$ cat src/rtl/jk_excite_drv.sv
// Turns a stream of target Q vectors into J/K drive for an external bank of JK flops,
// then checks the bank's fed-back q against each target and counts mismatches.
module jk_excite_drv #(
    parameter int WIDTH   = 4,
    parameter int DEPTH   = 4,
    parameter int DC_MODE = 0
) (
    input  logic                       clk,
    input  logic                       rst_n,
    input  logic [WIDTH-1:0]           tgt_data,
    input  logic                       tgt_valid,
    output logic                       tgt_ready,
    input  logic [WIDTH-1:0]           q_fb,
    input  logic                       clr_err,
    output logic [WIDTH-1:0]           j,
    output logic [WIDTH-1:0]           k,
    output logic                       drv_valid,
    output logic                       mismatch,
    output logic [7:0]                 err_cnt,
    output logic [$clog2(DEPTH):0]     fifo_count
);
    localparam int AW = $clog2(DEPTH);
    localparam int CW = AW + 1;
    localparam logic DC_BIT = (DC_MODE != 0);

    typedef enum logic [1:0] {IDLE, DRIVE, CHECK} state_t;

    state_t             state_reg, state_next;
    logic [WIDTH-1:0]   mem [DEPTH];
    logic [AW-1:0]      wr_ptr_reg, rd_ptr_reg;
    logic [CW-1:0]      count_reg;
    logic [WIDTH-1:0]   exp_reg;
    logic [WIDTH-1:0]   head;
    logic [WIDTH-1:0]   j_exc, k_exc;
    logic               push, pop, check, miss_now;

    assign tgt_ready  = (count_reg < CW'(DEPTH));
    assign push       = tgt_valid && tgt_ready;
    // The FIFO head is consumed on the edge that leaves IDLE or CHECK.
    assign pop        = (state_reg != DRIVE) && (count_reg != '0);
    assign check      = (state_reg == CHECK);
    assign miss_now   = check && (q_fb != exp_reg);
    assign head       = mem[rd_ptr_reg];
    assign fifo_count = count_reg;

    genvar gi;
    generate
        for (gi = 0; gi < WIDTH; gi++) begin : g_exc
            // Currently-set bits only need K to decide; clear bits only need J.
            assign j_exc[gi] = q_fb[gi] ? DC_BIT     : head[gi];
            assign k_exc[gi] = q_fb[gi] ? ~head[gi]  : DC_BIT;
        end
    endgenerate

    always_comb begin
        state_next = state_reg;
        case (state_reg)
            IDLE:    if (pop) state_next = DRIVE;
            DRIVE:   state_next = CHECK;
            CHECK:   state_next = pop ? DRIVE : IDLE;
            default: state_next = IDLE;
        endcase
    end

    always_ff @(posedge clk) begin
        if (push) mem[wr_ptr_reg] <= tgt_data;
    end

    always_ff @(posedge clk or negedge rst_n) begin
        if (!rst_n) begin
            state_reg  <= IDLE;
            wr_ptr_reg <= '0;
            rd_ptr_reg <= '0;
            count_reg  <= '0;
            exp_reg    <= '0;
            j          <= '0;
            k          <= '0;
            drv_valid  <= 1'b0;
            mismatch   <= 1'b0;
            err_cnt    <= '0;
        end else begin
            state_reg <= state_next;
            if (push) wr_ptr_reg <= wr_ptr_reg + 1'b1;
            if (pop)  rd_ptr_reg <= rd_ptr_reg + 1'b1;
            case ({push, pop})
                2'b10:   count_reg <= count_reg + 1'b1;
                2'b01:   count_reg <= count_reg - 1'b1;
                default: count_reg <= count_reg;
            endcase
            if (pop) exp_reg <= head;
            j         <= pop ? j_exc : '0;
            k         <= pop ? k_exc : '0;
            drv_valid <= pop;
            mismatch  <= miss_now;
            if (clr_err)
                err_cnt <= '0;
            else if (miss_now && err_cnt != 8'hFF)
                err_cnt <= err_cnt + 8'd1;
        end
    end
endmodule

$ cat config.mk
export PLATFORM = sky130hd
export DESIGN_NAME = jk_excite_drv
export DESIGN_NICKNAME = d
export VERILOG_FILES = /design/src/rtl/jk_excite_drv.sv
export SDC_FILE = /design/constraint.sdc
export NUM_CORES = 1
export LEC_CHECK = 0
export CORE_MARGIN = 3
export CORE_UTILIZATION = 49
export CTS_BUF_LIST = sky130_fd_sc_hd__clkbuf_8
export DETAILED_ROUTE_END_ITERATION = 16
export PLACE_DENSITY_LB_ADDON = 0.12
export SLEW_MARGIN = 20
export SYNTH_ARGS = -nofsm -noshare
export SYNTH_HDL_FRONTEND = slang
export SYNTH_SLANG_ARGS = --single-unit
$ cat constraint.sdc
create_clock -name clk -period 1.8 [get_ports clk]
set_input_delay 0.45 -clock clk [delete_from_list [all_inputs] [get_ports clk]]
set_output_delay 0.45 -clock clk [all_outputs]
set_load 0.1 [all_outputs]
==> impl_metrics.py, run 1 <==
metrics = {
    "worst_setup_path": {
        "r2r_cells": 5,
        "critPathLaunch": "tgt_valid",
        "regToRegSetupSlack_ns": 0.10,
        "worst-path-max-fanout": 2,
        "crit_path_end_kind": "flip-flop",
        "arrival_ns": 1.92,
        "critPathKind": "input port to flip-flop",
        "timing.rr.end": "err_cnt[7]",
        "start_kind": "input port",
        "endpoint": "fifo_count[2]",
        "required_ns": 2.01,
        "r2r-start": "exp_reg[3]",
    },
    "final_layout": {
        "reg_top3": "mem: 16 flops, err_cnt: 8 flops",
        "drive_gt1_share_pct": 38.0,
        "regMostFlops": "mem",
        "fin_nets": 218,
        "num_antenna_cells": 0,
        "largest_register_ffs": 16,
        "finalNonFillerCells": 248,
        "area_growth_pct": 43.4,
        "post-route-util_pct": 76.0,
    },
    "sta": {
        "hold_ws_ns": 0.432,
        "hold_viol_final": 0,
        "rsz0062_at_grt": "false",
        "fmax_ghz": 0.585,
        "worst_pin_slew_ns": 0.397,
        "fin_crit_ns": 1.71,
        "finalSetupViolations": 0,
        "finClkSkew_ns": 0.00438,
        "fin_crit_sh_pct": 94.9,
        "maxSlewViolCount": 0,
        "slew_headroom_pct": 73.5,
        "fin_setup_tns_ns": 0,
    },
    "route": {
        "dr.pass1.iters": 4,
        "wl_per_cell_um": 15.1,
        "drt-initial-drc-count": 49,
        "via_per_inst": 5.33,
        "wirelength_um": 3760,
        "remaining_drc_errors": 0,
        "antenna_left": 0,
        "vias": 1323,
    },
    "floorplanning": {
        "ios": 34,
        "initial_utilization_pct": 53.0,
        "rows": 22,
        "die_w_um": 70.3,
        "core_mm2": 0.00383,
        "dieArea_mm2": 0.00494,
        "die_h_um": 70.3,
    },
    "pwr": {
        "power.total_w": 0.00541,
        "leakagePower_nw": 1.17,
        "peakVddDrop_v": 0.00107,
        "power_density_mw_per_mm2": 1860,
    },
    "global_route": {
        "grt_overflow_total": 0,
        "grt_busiest_layer": "met2",
        "grt_max_degree": 32,
        "grt.met3_usage_pct": 5.61,
        "grt_antenna_before_repair": 0,
        "use_met1_pct": 23.0,
        "met2_usage_pct": 27.7,
        "grt_first_pass_wirelength_um": 6700,
        "grt_pass1_vias": 1401,
        "grtUsageTotal_pct": 17.6,
    },
    "cts": {
        "root_buffer": "clkbuf_8",
        "numCtsBuffers": 5,
        "clkLatencyLatePin_ns": 0.29,
        "cts.path.max_buffers": 2,
        "postCtsHoldBufs": 0,
        "htreeDepth": 2,
        "clock-sinks": 47,
        "clkTransAtPathRegs_ns": 0.08,
        "cts_tree": "done",
    },
    "hold_path": {
        "whs_path_depth": 1,
        "hp-class": "flip-flop to flip-flop",
    },
    "logic_synthesis": {
        "synthCells": 150,
        "async_flop_share_pct": 66.0,
        "synth_nets": 169,
        "synth_area_mm2": 0.00203,
        "yosysUniqueCellTypes": 36,
        "synth.area.top_cells": "dfrtp_1 38%, edfxtp_1 24%, mux4_2 4.4%, ha_1 3.7%, xor2_1 2.6%",
        "ys.flop_type": "dfrtp_1",
        "yosysWarnings": 0,
        "synth_edf_count": 16,
        "synth.largest_area_cell": "dfrtp_1",
        "yosys-top-cells-count": "31 x dfrtp_1, 16 x edfxtp_1, 9 x nor2_1",
        "yosysSeqAreaShare_pct": 62.0,
        "syn_avg_cell_area_um2": 13.5,
        "synth_top_area_share_pct": 38.3,
        "yosysMostFrequentCell": "dfrtp_1",
        "ys_ff_latch": 47,
    },
    "run": {
        "cap_viol_max_count": 0,
    },
    "placed_design": {
        "gp_congestion": 0.907,
        "dp_cells": 240,
        "io_buffers": 33,
        "hpwl_um": 2820,
    },
    "outcome": {
        "outcome": "completed",
    },
}
## metrics by stage
step / setup slack (ns) / instance area, um^2
finish: 0.0911 / 2910
global route: 0.0133 / 2910
CTS: 0.0278 / 2900
detailed placement: -0.479 / 2800
global placement: -0.405 / 2800
floorplan: -0.230 / 2100
## kinds of logic (layout without fill, tap and decap cells)
logic type | Yosys count | in the layout | share of synthesized area [%]
simple gates | 44 | 44 | 12.3
compound gates | 16 | 16 | 5.74
buf+inv | 16 | 66 | 3.27
flops | 47 | 47 | 62.0
mux | 10 | 10 | 7.72
fa+ha+maj | 7 | 7 | 4.69
xor+xnor | 10 | 10 | 4.32
## where the power goes
group	switching (W)	total, W	internal [W]
logic	0.00183	0.00310	0.00127
registers	0.000284	0.00174	0.00146
clock network	0.000305	0.000564	0.000259
## cell type report
cell class	instances	area [um^2]
clock buffers	5	68.8
well taps	48	60.1
clock inverters	3	11.3
multi-input cells	87	785
flip-flops and latches	47	1280
fillers	240	920
repair buffers	49	666
inverters	9	33.8
## placed cells by master (no fill, tap or decap), types with 3 or more instances in the layout
| cell | Yosys | routed |
|---|---|---|
| inv_2 | 1 | 3 |
| xnor2_1 | 4 | 4 |
| nor4b_1 | 4 | 4 |
| inv_1 | 8 | 9 |
| xor2_2 | 0 | 4 |
| nand2_1 | 8 | 8 |
| dlygate4sd2_1 | 0 | 4 |
| a21oi_1 | 7 | 7 |
| mux4_2 | 4 | 4 |
| dfrtp_2 | 0 | 6 |
| or4_1 | 4 | 4 |
| dfrtp_1 | 31 | 20 |
| ha_1 | 6 | 4 |
| o31ai_1 | 4 | 4 |
| mux2_1 | 4 | 4 |
| dfrtp_4 | 0 | 5 |
| clkdlybuf4s50_1 | 0 | 7 |
| nand3_1 | 4 | 3 |
| nor2_1 | 9 | 8 |
| and2_1 | 4 | 4 |
| edfxtp_1 | 16 | 16 |
| buf_12 | 0 | 22 |
| buf_4 | 1 | 16 |
| clkbuf_8 | 0 | 5 |
## how the worst min path moves through the flow
stage / start / end / slack [ns]
finish: state_reg[0] / state_reg[0] / 0.43
global route: state_reg[0] / state_reg[0] / 0.45
CTS: state_reg[0] / state_reg[0] / 0.43
detailed placement: state_reg[0] / state_reg[0] / 0.42
global placement: state_reg[0] / state_reg[0] / 0.42
floorplan: rst_n / drv_valid / 0.15
## layer usage
layer	vias up	share of wire (%)
met5	-	0
met4	0	1.2
met3	7	5.4
met2	37	49
met1	657	45
li1	622	-
## worst max-delay path, cell delays in order
cell and delay (ns):
clkdlybuf4s50_1 0.39, nor2b_2 0.16, inv_2 0.06, ha_4 0.12, inv_2 0.03, fa_2 0.32, xor2_1 0.14, nor2_1 0.12
xnor2_1 0.12
## timing repair
item	CTS	global route
pin swaps	3	1
endpoints found under the setup margin	7	2
buffers inserted	0	0
resized for setup	8	3
Power figures use the tool's default switching activity.
==> run 2, diff against run 1 <==
--- a/config.mk
+++ b/config.mk
@@ -5,8 +5,10 @@
 export SDC_FILE = /design/constraint.sdc
 export NUM_CORES = 1
 export LEC_CHECK = 0
+export CELL_PAD_IN_SITES_DETAIL_PLACEMENT = 1
+export CELL_PAD_IN_SITES_GLOBAL_PLACEMENT = 1
 export CORE_MARGIN = 3
-export CORE_UTILIZATION = 49
+export CORE_UTILIZATION = 40
 export CTS_BUF_LIST = sky130_fd_sc_hd__clkbuf_8
 export DETAILED_ROUTE_END_ITERATION = 16
 export PLACE_DENSITY_LB_ADDON = 0.12
==> impl_metrics.py, run 2 (same netlist as run 1, synthesis figures left out) <==
metrics = {
    "outcome": {
        "outcome": "completed",
    },
    "floorplanning": {
        "core_mm2": 0.00482,
        "initial_utilization_pct": 42.1,
        "die_h_um": 77.2,
        "rows": 25,
        "die_w_um": 77.2,
        "dieArea_mm2": 0.00596,
        "ios": 34,
    },
    "global_route": {
        "grt_max_degree": 32,
        "grt.met3_usage_pct": 3.64,
        "grtUsageTotal_pct": 17.0,
        "use_met1_pct": 19.8,
        "grt_first_pass_wirelength_um": 7740,
        "met2_usage_pct": 30.6,
        "grt_overflow_total": 0,
        "grt_pass1_vias": 1533,
        "grt_antenna_before_repair": 0,
        "grt_busiest_layer": "met2",
    },
    "final_layout": {
        "final_common_cell": "buf_12",
        "reg_top3": "mem: 16 flops, err_cnt: 8 flops",
        "fin_nets": 218,
        "layout_common_cells": "22 x buf_12, 20 x dfrtp_1, 16 x edfxtp_1",
        "fin_area_mm2": 0.00297,
        "regMostFlops": "mem",
        "n_fill_cell": 476,
        "drive_gt1_share_pct": 40.0,
        "finalNonFillerCells": 267,
        "area_growth_pct": 46.4,
        "largest_register_ffs": 16,
        "num_antenna_cells": 0,
    },
    "sta": {
        "fin_setup_tns_ns": 0,
        "slew_headroom_pct": 73.0,
        "finalSetupViolations": 0,
        "rsz0062_at_grt": "true",
        "hold_ws_ns": 0.546,
        "worst_pin_slew_ns": 0.405,
        "setup_slack_ns": 0.0274,
        "finClkSkew_ns": 0.00954,
        "maxSlewViolCount": 0,
        "fin_crit_ns": 1.77,
        "hold_viol_final": 0,
        "fin_crit_sh_pct": 98.5,
        "fmax_ghz": 0.564,
    },
    "hold_path": {
        "hp-class": "input port to async pin",
    },
    "cts": {
        "cts_tree": "done",
        "numCtsBuffers": 5,
        "root_buffer": "clkbuf_8",
        "clock-sinks": 47,
        "htreeDepth": 2,
        "clkLatencyLatePin_ns": 0.30,
        "clkTransAtPathRegs_ns": 0.09,
        "cts.path.max_buffers": 2,
        "postCtsHoldBufs": 0,
    },
    "route": {
        "wl_per_cell_um": 17.1,
        "vias": 1345,
        "drt-initial-drc-count": 26,
        "remaining_drc_errors": 0,
        "via_per_inst": 5.04,
        "antenna_left": 0,
        "dr.pass1.iters": 4,
        "wirelength_um": 4580,
    },
    "worst_setup_path": {
        "critPathKind": "input port to flip-flop",
        "slowest_stage": "clkdlybuf4s50_1",
        "max_stage_delay_ns": 0.39,
        "timing.rr.end": "fifo_count[2]",
        "crit_top_cell": "inv_2",
        "cp_num_buf_inv": 3,
        "start_kind": "input port",
        "cp_cell_sequence": "clkdlybuf4s50_1, nor2b_2, inv_2, ha_4, inv_2, fa_2, xor2_1, nor2_1, xnor2_1",
        "path_depth": 9,
        "endpoint": "fifo_count[2]",
        "required_ns": 2.01,
        "arrival_ns": 1.99,
        "worst-path-max-fanout": 2,
        "r2r_cells": 9,
        "regToRegSetupSlack_ns": 0.07,
        "critPathLaunch": "tgt_valid",
        "path_delay_family": "buffers and inverters",
        "crit_path_end_kind": "flip-flop",
        "r2r-start": "fifo_count[2]",
    },
    "placed_design": {
        "gp_congestion": 0.742,
        "hpwl_um": 3510,
        "preCtsSetupSlack_ns": -0.608,
        "dp_cells": 257,
        "place_area_mm2": 0.00281,
        "io_buffers": 33,
    },
    "run": {
        "cap_viol_max_count": 0,
    },
    "pwr": {
        "leakagePower_nw": 1.17,
        "peakVddDrop_v": 0.00176,
        "power_density_mw_per_mm2": 1900,
    },
}
==> run 2: worst reg2reg max path, stage by stage, from the launching register on <==
cell and delay, ns:
dfrtp_4 0.50, buf_4 0.16, nor2b_2 0.15, inv_2 0.06, ha_4 0.16, inv_2 0.05
fa_2 0.18, xor2_1 0.16, nor2_1 0.09, xnor2_1 0.12
==> run 2: per-layer routing <==
layer / part of all wire, % / routed length (um)
met5: 0 / 0
met4: 1.3 / 59
met3: 3.6 / 166
met2: 55 / 2520
met1: 40 / 1840
==> run 2: final cells by class <==
cell class	instances	area [um^2]	area share [%]
clock buffers	5	68.8	2.32
clock inverters	3	16.3	0.548
inverters	9	33.8	1.14
multi-input cells	87	812	27.4
flip-flops and latches	47	1280	43.2
well taps	67	83.8	2.83
repair buffers	49	669	22.6
==> run 2: report_power, final <==
part,internal (W),switching [W]
Sequential,0.00146,0.000315
Clock,0.000267,0.000350
Combinational,0.00133,0.00192
Total,0.00306,0.00258
==> run 2: worst min path at each step <==
| stage | cells after the start | start | slack [ns] | to |
|---|---|---|---|---|
| after floorplan | 0 | rst_n | 0.15 | drv_valid |
| after global placement | 1 | state_reg[0] | 0.42 | state_reg[0] |
| after detailed placement | 1 | state_reg[0] | 0.45 | state_reg[0] |
| after CTS | 2 | q_fb[2] | 0.54 | j[2] |
| after global routing | 2 | q_fb[3] | 0.56 | j[3] |
| final | 2 | rst_n | 0.55 | drv_valid |
==> run 2: timing repair <==
action / 4_1_cts / 5_1_grt
resized for setup: 12 / 6
pin swaps: 6 / 3
setup buffers: 2 / 0
setup endpoints to repair: 10 / 6
==> run 2: per-stage QoR <==
step / util (%) / power (W)
2_1_floorplan: - / 0.00373
3_3_place_gp: 58.2 / 0.00478
3_5_place_dp: 58.2 / 0.00495
4_1_cts: 61.2 / 0.00567
5_1_grt: 61.6 / 0.00594
6_report: 61.6 / 0.00564
==> run 3, diff against run 2 <==
--- a/config.mk
+++ b/config.mk
@@ -11,8 +11,10 @@
 export CORE_UTILIZATION = 40
 export CTS_BUF_LIST = sky130_fd_sc_hd__clkbuf_8
 export DETAILED_ROUTE_END_ITERATION = 16
+export GPL_ROUTABILITY_DRIVEN = 0
 export PLACE_DENSITY_LB_ADDON = 0.12
 export SLEW_MARGIN = 20
 export SYNTH_ARGS = -nofsm -noshare
 export SYNTH_HDL_FRONTEND = slang
 export SYNTH_SLANG_ARGS = --single-unit
+export TNS_END_PERCENT = 50
==> impl_metrics.py, run 3 (same netlist as run 1, synthesis figures left out) <==
metrics = {
    "outcome": {
        "outcome": "completed",
    },
    "global_route": {
        "grt_antenna_before_repair": 0,
        "grtUsageTotal_pct": 16.9,
        "grt_max_degree": 32,
        "grt_pass1_vias": 1521,
        "grt_overflow_total": 0,
        "grt_first_pass_wirelength_um": 7690,
    },
    "final_layout": {
        "drive_gt1_share_pct": 40.0,
        "reg_top3": "mem: 16 flops, err_cnt: 8 flops",
        "post-route-util_pct": 61.5,
        "largest_register_ffs": 16,
        "fin_area_mm2": 0.00296,
        "num_antenna_cells": 0,
        "area_growth_pct": 46.1,
        "seqCellArea_mm2": 0.00128,
        "layout_common_cells": "22 x buf_12, 20 x dfrtp_1, 16 x edfxtp_1",
        "finalNonFillerCells": 267,
        "final_common_cell": "buf_12",
        "fin_nets": 218,
        "multiInputGateArea_um2": 807,
        "n_fill_cell": 474,
        "regMostFlops": "mem",
    },
    "sta": {
        "finalSetupViolations": 0,
        "maxSlewViolCount": 0,
        "fin_crit_sh_pct": 98.1,
        "rsz0062_at_grt": "true",
        "worst_pin_slew_ns": 0.405,
        "fin_crit_ns": 1.77,
        "fmax_ghz": 0.566,
        "fin_setup_tns_ns": 0,
        "hold_viol_final": 0,
        "finClkSkew_ns": 0.00858,
        "slew_headroom_pct": 73.0,
    },
    "worst_setup_path": {
        "slowest_stage": "clkdlybuf4s50_1",
        "cp_cell_sequence": "clkdlybuf4s50_1, nor2b_2, inv_2, ha_4, inv_2, fa_2, xor2_1, nor2_1, xnor2_1",
        "arrival_ns": 1.98,
        "crit_top_cell": "inv_2",
        "start_kind": "input port",
        "worst-path-max-fanout": 2,
        "crit_path_end_kind": "flip-flop",
        "required_ns": 2.01,
        "max_stage_delay_ns": 0.39,
        "critPathKind": "input port to flip-flop",
    },
    "pwr": {
        "leakagePower_nw": 1.17,
        "peakVddDrop_v": 0.00175,
        "power.total_w": 0.00562,
        "power_density_mw_per_mm2": 1900,
    },
    "route": {
        "vias": 1358,
        "wl_per_cell_um": 17.2,
        "via_per_inst": 5.09,
        "dr.pass1.iters": 4,
        "drt-initial-drc-count": 26,
        "wirelength_um": 4590,
        "antenna_left": 0,
        "remaining_drc_errors": 0,
    },
    "cts": {
        "clkTransAtPathRegs_ns": 0.09,
        "htreeDepth": 2,
        "root_buffer": "clkbuf_8",
        "numCtsBuffers": 5,
        "clock-sinks": 47,
        "cts.path.max_buffers": 2,
        "cts_tree": "done",
        "clkLatencyLatePin_ns": 0.30,
    },
    "floorplanning": {
        "dieArea_mm2": 0.00596,
        "core_mm2": 0.00482,
        "die_h_um": 77.2,
        "initial_utilization_pct": 42.1,
        "ios": 34,
        "die_w_um": 77.2,
        "rows": 25,
    },
    "run": {
        "cap_viol_max_count": 0,
    },
    "placed_design": {
        "hpwl_um": 3510,
        "dp_cells": 257,
        "place_area_mm2": 0.00281,
        "io_buffers": 33,
    },
    "hold_path": {
        "hp-class": "input port to async pin",
    },
}
[run 3: cell count changes in the layout (fill, tap and decap cells not counted)]
| cell | delta |
|---|---|
| nor2_2 | +1 |
| nor2_4 | -1 |
[run 3: where the power goes]
| group | total, W | switching [W] | internal, W |
|---|---|---|---|
| clock | 0.000613 | 0.000346 | 0.000267 |
| combinational | 0.00323 | 0.00191 | 0.00132 |
| sequential | 0.00177 | 0.000315 | 0.00146 |
[run 3: what timing repair did]
action,4_1_cts,5_1_grt
gates resized for setup,12,5
hold buffers,0,0
hold endpoints to repair,0,0
pin swaps,4,4
buffers inserted,0,2
setup endpoints to repair,10,6
[run 3: critical path, delay by kind of cell]
family / cells / cell delay [ns]
adders and majority gates: 2 / 0.45
xor gates and xnor gates: 2 / 0.28
buffers and inverters: 3 / 0.49
and+or+nand+nor: 2 / 0.30
[run 3: final cells by class]
cell class	count	area share, %
clock buffers	5	2.32
clock inverters	3	0.549
inverters	9	1.14
multi-input cells	87	27.2
flip-flops and latches	47	43.3
well taps	67	2.83
repair buffers	49	22.6
[run 3: final timing paths]
| check | cells after the start | slack [ns] | startpoint | endpoint |
|---|---|---|---|---|
| setup / recovery | 9 | 0.03 | tgt_valid | fifo_count[2] |
| hold / removal | 2 | 0.55 | rst_n | drv_valid |
| setup reg to reg | 8 | 0.04 | state_reg[0] | fifo_count[2] |
| hold reg to reg | 1 | 0.56 | exp_reg[1] | exp_reg[1] |
| max in group asynchronous | 2 | 0.91 | rst_n | fifo_count[0] |
| min in group clk | 2 | 0.55 | q_fb[3] | j[3] |
[run 3: per-stage QoR]
stage                     hold slack [ns]  setup WS, ns
after floorplan                     0.154        -0.230
after global placement              0.421        -0.490
after detailed placement            0.450        -0.608
after CTS                           0.462      -0.00615
after global routing                0.561       -0.0301
final                               0.546        0.0336
[run 3: layer usage]
| layer | GRT usage (%) | routed length [um] | vias up |
|---|---|---|---|
| met3 | 3.64 | 158 | 5 |
| met2 | 30.1 | 2490 | 26 |
| met4 | 6.41 | 59 | 0 |
| met1 | 19.8 | 1880 | 703 |
| li1 | - | - | 624 |
| met5 | 0 | 0 | - |
